<file path="config.mk">
export PLATFORM = sky130hd
export DESIGN_NAME = toggle_handshake_responder
export DESIGN_NICKNAME = d
export VERILOG_FILES = /design/src/rtl/toggle_handshake_responder.sv
export SDC_FILE = /design/constraint.sdc
export NUM_CORES = 1
export LEC_CHECK = 0
export CAP_MARGIN = 20
export CORE_MARGIN = 3
export CORE_UTILIZATION = 49
export DETAILED_ROUTE_END_ITERATION = 16
export PLACE_DENSITY = 0.81
export SETUP_SLACK_MARGIN = 0.15
export SYNTH_ARGS = -nofsm -noshare
export SYNTH_HDL_FRONTEND = slang
export SYNTH_SLANG_ARGS = --single-unit
</file>
<file path="constraint.sdc">
create_clock -name clk -period 2.04 [get_ports clk]
set_clock_uncertainty 0.1 [all_clocks]
set_input_delay 0.306 -clock clk [delete_from_list [all_inputs] [get_ports clk]]
set_output_delay 0.306 -clock clk [all_outputs]
set_load 0.05 [all_outputs]
</file>
<file path="src/rtl/toggle_handshake_responder.sv">
// toggle_handshake_responder
//   Receiving end of a two-phase (toggle) request/acknowledge link. The
//   request toggle is synchronized into clk, each new toggle captures
//   req_data into a small FIFO and flips ack_tog back to the initiator.
//   The FIFO drains to a valid/ready consumer.
//
// Ports
//   clk        single clock, rising edge
//   rst_n      synchronous active-low reset
//   req_tog    request toggle from the initiator (asynchronous to clk)
//   req_data   word from the initiator, stable while a request is pending
//   ack_tog    registered acknowledge toggle to the initiator
//   req_event  one-cycle pulse per detected toggle of the synchronized request
//   out_valid  FIFO head word is valid
//   out_data   FIFO head word
//   out_ready  consumer accepts the head word when high with out_valid
//   level      number of words currently held in the FIFO
//
// state      | meaning
// IDLE       | no pending request, or pending request captured this cycle
// WAIT_SPACE | request pending but FIFO full; ack_tog withheld
module toggle_handshake_responder #(
  parameter int DATA_W      = 8,
  parameter int DEPTH       = 4,
  parameter int SYNC_STAGES = 2
) (
  input  logic                     clk,
  input  logic                     rst_n,
  input  logic                     req_tog,
  input  logic [DATA_W-1:0]        req_data,
  output logic                     ack_tog,
  output logic                     req_event,
  output logic                     out_valid,
  output logic [DATA_W-1:0]        out_data,
  input  logic                     out_ready,
  output logic [$clog2(DEPTH):0]   level
);

  localparam int PTR_W = $clog2(DEPTH);
  localparam logic [PTR_W:0] FULL_LEVEL = (PTR_W + 1)'(DEPTH);

  typedef enum logic {
    IDLE       = 1'b0,
    WAIT_SPACE = 1'b1
  } state_t;

  state_t state, state_nxt;

  logic [SYNC_STAGES-1:0] sync_q;
  logic                   req_sync;
  logic                   req_sync_d;
  logic                   pend;
  logic                   full;
  logic                   capture;
  logic                   pop;
  logic [PTR_W-1:0]       wr_ptr;
  logic [PTR_W-1:0]       rd_ptr;
  logic [DATA_W-1:0]      mem [DEPTH];

  assign req_sync  = sync_q[SYNC_STAGES-1];
  assign pend      = (req_sync != ack_tog);
  // Uses the registered level: a pop in the same cycle cannot open a slot.
  assign full      = (level == FULL_LEVEL);
  assign out_valid = (level != '0);
  assign pop       = out_valid && out_ready;
  assign out_data  = mem[rd_ptr];

  always_comb begin
    state_nxt = state;
    capture   = 1'b0;
    case (state)
      IDLE: begin
        if (pend) begin
          if (full) state_nxt = WAIT_SPACE;
          else      capture   = 1'b1;
        end
      end
      WAIT_SPACE: begin
        if (!pend) begin
          state_nxt = IDLE;
        end else if (!full) begin
          capture   = 1'b1;
          state_nxt = IDLE;
        end
      end
      default: state_nxt = IDLE;
    endcase
  end

  always_ff @(posedge clk) begin
    if (!rst_n) begin
      state      <= IDLE;
      sync_q     <= '0;
      req_sync_d <= 1'b0;
      req_event  <= 1'b0;
      ack_tog    <= 1'b0;
      wr_ptr     <= '0;
      rd_ptr     <= '0;
      level      <= '0;
      for (int i = 0; i < DEPTH; i++) mem[i] <= '0;
    end else begin
      state      <= state_nxt;
      sync_q     <= {sync_q[SYNC_STAGES-2:0], req_tog};
      req_sync_d <= req_sync;
      req_event  <= req_sync ^ req_sync_d;
      if (capture) begin
        mem[wr_ptr] <= req_data;
        wr_ptr      <= wr_ptr + PTR_W'(1);
        // After this edge ack_tog equals req_sync, so pend drops.
        ack_tog     <= ~ack_tog;
      end
      if (pop) rd_ptr <= rd_ptr + PTR_W'(1);
      case ({capture, pop})
        2'b10:   level <= level + 1'b1;
        2'b01:   level <= level - 1'b1;
        default: level <= level;
      endcase
    end
  end

endmodule

</file>
==> out/metrics.yaml <==
timing:
  setup_viol: 1
  fmax_ghz: 0.4860
  fin_ws_ns: -0.01747
  final_hold_viol_count: 0
  max_slew_margin_pct: 61.52
  fin_crit_sh_pct: 100.9
  rsz0062_at_grt: "yes"
  tightest_slew_ns: 0.5760
  slew_viol_final: 0
  finalCriticalPeriod_ns: 2.057
  hold_ws_ns: 0.3473
synthesis:
  synth.most_common_cell: "edfxtp_1"
  synth_area_sq_mm: 0.002013
  ys_top_cells_by_area: "edfxtp_1 48%, dfxtp_1 14%, mux4_2 8.9%"
  synth_cell_types: 31
  synthArstFlopShare_pct: 0
  synth_nets: 156
  ys_ff_latch: 46
  syn_inst: 142
  synth_top_area_cell: "edfxtp_1"
  synth_edf_count: 32
  synthFlopType: "edfxtp_1"
  synth.avg_cell_area_sq_um: 14.18
  synth_warnings: 0
  synth_commonest_cells: "32 x edfxtp_1, 24 x and3_1, 14 x dfxtp_1, 11 x nor2_1, 10 x and2_1"
  yosysTopAreaCellShare_pct: 47.73
  yosysSeqAreaShare_pct: 61.65
global_routing:
  grt_pass1_vias: 1318
  grt-ovfl-total: 0
  grt_pass1_wl_microns: 6451
  antenna_found_initial: 0
  track_usage_pct: 17.36
  grt_max_degree: 34
final_layout:
  final_cells: 233
  areaGrowthSynthToFinish_pct: 28.46
  diodes: 0
  nets: 198
  final_layout_size_suffix_gt1_share_pct: 29.73
  final_core_util_pct: 68.08
  design_area_sq_mm: 0.002586
route:
  vias_per_cell: 5.442
  vias: 1268
  wl_per_cell_microns: 16.51
  drt_iter0_markers: 92
  drc_errors: 0
  dr.pass1.iters: 4
  postRouteAntennaNets: 0
  wl_microns: 3847
power_and_ir_drop:
  combPwrFrac_pct: 41.4
  p_sw_share_pct: 34.55
  cellPowerDensity_mw_per_mm2: 1094
  intPower_w: 0.001852
  seqPwrFrac_pct: 40.4
  p_leak_nw: 1.093
  irDropWorstVdd_mv: 0.7664
  p_clk_share_pct: 18.2
  p_sw_w: 0.0009777
placement:
  placed_area_sq_mm: 0.002415
  pre_cts_ws_ns: -0.2392
  gp_congestion: 0.8077
  port_buffers: 25
  hpwl_microns: 2766
  dp_cells: 224
die:
  rows: 22
  die_area_sq_mm: 0.004913
  die_h_microns: 70.10
  initial_core_util_pct: 53.00
  core_sq_mm: 0.003799
  die_w_microns: 70.10
  ioPinCount: 26
min_path:
  hold_depth: 1
  hp-class: "reg -> reg"
clocking:
  clk_pin_slew_ns: 0.08
  clk_latency_ns: 0.29
  htree_levels: 2
  clock_path_buffers: 2
  cts_buffers: 5
  clock-root-buffer: "clkbuf_8"
  cts_sinks: 46
  holdBufCountCts: 0
  cts_tree: "built"
critical_path:
  worstPathRequired_ns: 2.16
  critPathArrivalTime_ns: 2.18
  start_kind: "flip-flop"
  reg2reg_depth: 8
  cp-end-kind: "flip-flop"
  worst-setup-path-type: "reg -> reg"
  critPathMaxFanout: 2
status:
  outcome: "finished with violations"
  violations: "negative setup slack"
run:
  cap_violations: 0
## power groups by stage
stage / registers [W] / clock network [W] / logic, W
final: 0.00114 / 0.000515 / 0.00117
after global routing: 0.00115 / 0.000570 / 0.00125
after CTS: 0.00114 / 0.000528 / 0.00112
after detailed placement: 0.00116 / 0 / 0.00106
after global placement: 0.00115 / 0 / 0.00103
after floorplan: 0.00125 / 0 / 0.000632
## cell usage in the layout, fill, tap and decap left out, types with 2 or more instances in the layout
master	count
or3_1	3
buf_8	8
dlygate4sd2_1	2
o31ai_1	2
and2_1	10
dlymetal6s2s_1	2
mux4_2	8
dfxtp_4	2
dfxtp_1	9
xor2_1	4
inv_1	3
a21oi_1	2
o21ai_1	2
dfxtp_2	3
buf_4	15
o21ai_0	2
edfxtp_1	32
nor2_1	10
xnor2_1	3
and3_1	24
clkbuf_8	5
clkdlybuf4s50_1	12
buf_12	2
## worst paths after layout
check	startpoint	endpoint	slack, ns
max	level[1]	level[2]	-0.02
min	sync_q[0]	sync_q[1]	0.35
max reg2reg	level[1]	level[2]	-0.02
min reg2reg	sync_q[0]	sync_q[1]	0.35
## logic make-up (layout without fill, tap and decap cells)
logic type      Yosys count  count (layout)  synth area share (%)
simple gates             55              55                 16.53
flops                    46              46                 61.65
compound gates           12              12                 3.791
buf+inv                  11              54                 3.915
mux                       9               9                 9.447
xor+xnor                  7               7                 3.045
fa+ha+maj                 2               2                 1.616
## registers in the layout, summed over array words and instances, names as in the netlist, named ones only
signal and cells:
req_sync_d 1, level 3, req_event 1, sync_q 2, wr_ptr 2, ack_tog 1
mem 32, rd_ptr 2
## metal layers
layer | routed length (microns) | share of wire, % | vias to the layer above | GRT usage, %
li1 | - | - | 608 | -
met1 | 1478 | 38 | 623 | 19.66
met2 | 2124 | 55 | 32 | 32.11
met3 | 194 | 5.0 | 5 | 3.453
met4 | 49 | 1.3 | 0 | 6.170
met5 | 0 | 0 | - | 0
## worst max-delay path, cell delays in order, from the launching register on
cell     delay, ns
dfxtp_2       0.33
or3b_4        0.41
nand2_4       0.08
ha_4          0.13
inv_2         0.03
fa_2          0.32
xor2_1        0.15
or3_1         0.33
a21oi_2       0.11
## cell type report
class	count	area [sq um]
well taps	48	60.06
repair buffers	41	435.4
fillers	271	1212
multi-input cells	85	724.4
flip-flops and latches	46	1252
clock inverters	2	8.758
inverters	5	32.53
clock buffers	6	72.57
## repair_timing
action,4_1_cts,5_1_grt
endpoints found under the setup margin,13,12
buffers inserted,1,0
pin swaps,2,0
gates resized for setup,13,13
## through the flow
stage	setup TNS, ns	power [W]
floorplan	-0.8693	0.001878
global placement	-0.1945	0.002176
detailed placement	-0.3319	0.002220
CTS	-0.01773	0.002792
global route	-0.1230	0.002977
finish	-0.01747	0.002829
(Power assumes the default switching activity.)
==> variant (config.mk and constraints unchanged) <==
`DEPTH`: 4 -> 2.
--- a/src/rtl/toggle_handshake_responder.sv
+++ b/src/rtl/toggle_handshake_responder.sv
@@ -21,7 +21,7 @@
 // WAIT_SPACE | request pending but FIFO full; ack_tog withheld
 module toggle_handshake_responder #(
   parameter int DATA_W      = 8,
-  parameter int DEPTH       = 4,
+  parameter int DEPTH       = 2,
   parameter int SYNC_STAGES = 2
 ) (
   input  logic                     clk,
Interface: changed (resized level); port bits go from 26 to 25. No check against the original RTL was run, so the function may have changed too.
==> variant against the unedited design <==
- count of clock-buffer cells in the layout is 3 lower
- register-to-register slack better by 310 ps
- total power shrank 47%
- critical path depth shrank 6
- area after synthesis decreased by 45%
- routed wire length decreased by 53%
- clock power down 58%
- sequential cell count shrank 20
- global-route usage down 2.3 points
- final area shrank 44%
- sequential power shrank 40%
- setup slack better by 250 ps
- largest cell class unchanged
- largest power group is now sequential cells
- highest routed layer unchanged
==> variant: results (changes against the unedited design) <==
status -> completed (was complete, but fails checks)
I/O Buffers -> 24 (was 25)
CTS H-tree depth -> 1 (was 2)
Placer Congestion -> 0.640 (was 0.808)
number of library cell types mapped by synthesis -> 22 (was 31)
Total GRT Usage -> 0.151 (was 0.174)
syn nets -> 94 (was 156)
worst slack on hold paths -> 353 ps (was 347 ps)
Leak -> 0.586 nW (was 1.09 nW)
vias per cell -> 4.73 (was 5.44)
CTS Root Cell -> clkbuf_4 (was clkbuf_8)
Top FF cell, synth -> edfxtp_1 (unchanged)
reg2reg setup slack -> 290 ps (was -20 ps)
post-route clock period utilization -> 0.888 (was 1.01)
clk_lat worst skew -> 320 ps (was 290 ps)
EDFF count, synth -> 16 (was 32)
routed length on met2 -> 943 µm (was 2120 µm)
biggest regs -> mem (16), level (2), sync_q (2) (was mem (32), level (3))
CP max FO -> 6 (was 2)
Peak VDD IR -> 0.739 mV (was 0.766 mV)
pre-CTS WS -> 115 ps (was -239 ps)
initial DRC count -> 0 (was 92)
Post-DP HPWL -> 1380 µm (was 2770 µm)
synth top area cells -> edfxtp_1 (44%), dfxtp_1 (18%), and2_1 (12%) (was edfxtp_1 (48%), dfxtp_1 (14%), mux4_2 (8.9%))
highest routed metal layer -> met4 (unchanged)
metal3 WL -> 98 µm (was 194 µm)
register area share after synthesis -> 0.620 (was 0.617)
worst hold path type -> register to register (unchanged)
Vias -> 658 (was 1,268)
max_slew headroom -> 0.664 (was 0.615)
clk slew on worst S/H paths -> 120 ps (was 80 ps)
antenna violations before repair -> 0 (unchanged)
Synth async-reset ratio -> 0 (unchanged)
Ys Warns -> 0 (unchanged)
Critical Path Max Stage Delay -> 420 ps
Mean Syn Cell Area -> 13.6 µm² (was 14.2 µm²)
Inserted Diodes -> 0 (unchanged)
slowest CP cell -> dlygate4sd2_1 (was or3b_4)
DRT Pass-1 Iters -> 1 (was 4)
synth cell count leaders -> and2_1 (21), edfxtp_1 (16), dfxtp_1 (10) (was edfxtp_1 (32), and3_1 (24), dfxtp_1 (14))
Final Net Count -> 126 (was 198)
crit path DAT -> 1400 ps (was 2180 ps)
Detailed Route WL -> 1820 µm (was 3850 µm)
largest net degree at the start of global routing -> 15 (was 34)
area post-placement -> 1400 µm² (was 2410 µm²)
delay-heaviest family, CP -> buffers and inverters (was simple AND/OR/NAND/NOR gates)
first-pass GRT wire length -> 2990 µm (was 6450 µm)
TritonCTS Buffers -> 3 (was 5)
met1 WL -> 773 µm (was 1480 µm)
Clock Tree Buf Depth -> 2 (unchanged)
vias in the first global route -> 671 (was 1,318)
layout cells sized above 1 -> 0.313 (was 0.297)
variant: changes by cell type after synthesis, moves of 4 or more:
cell      unedited run  this run
dfxtp_1             14        10
mux2_2               0         8
mux4_2               8         0
edfxtp_1            32        16
nor2_1              11         1
and3_1              24         0
and2_1              10        21
variant: where the power goes:
group | total [mW] | switching, mW | internal [mW]
clock network | 0.215 | 0.144 | 0.0715
logic | 0.606 | 0.367 | 0.239
registers | 0.689 | 0.0655 | 0.624
total | 1.51 | 0.576 | 0.934
variant: routing by layer:
| metal | global-route usage | vias to the layer above |
|---|---|---|
| met3 | 0.0423 | 2 |
| met4 | 0.0766 | 0 |
| li1 | - | 343 |
| met5 | 0 | - |
| met2 | 0.255 | 12 |
| met1 | 0.170 | 301 |
variant: worst paths after layout:
check                                              to  depth (start not counted)                   from
worst max register to register  level[1]$_SDFFE_PN0P_                          6   ack_tog$_SDFFE_PN0P_
worst max-delay path                        out_valid                          2  level[0]$_SDFFE_PN0P_
worst min register to register   sync_q[1]$_SDFF_PN0_                          1   sync_q[0]$_SDFF_PN0_
worst min-delay path             sync_q[1]$_SDFF_PN0_                          1   sync_q[0]$_SDFF_PN0_
variant: area by class of cell:
cell class / instances / area [µm²]
multi-input cells: 52 / 433
fillers: 169 / 603
repair buffers: 29 / 255
well taps: 27 / 33.8
flip-flops and latches: 26 / 687
inverters: 1 / 3.75
clock buffers: 3 / 22.5
clock inverters: 1 / 3.75
variant: what timing repair did:
| item | CTS | global route |
|---|---|---|
| resized for setup | 4 | 6 |
| pin swaps | 0 | 0 |
| endpoints found under the setup margin | 4 | 10 |
| buffers inserted | 0 | 0 |
variant: cell families after synthesis:
logic type      share of synthesized area
simple gates                        0.194
flops                               0.620
mux                                0.0911
compound gates                     0.0342
xor+xnor                           0.0399
buf+inv                            0.0102
fa+ha+maj                          0.0114
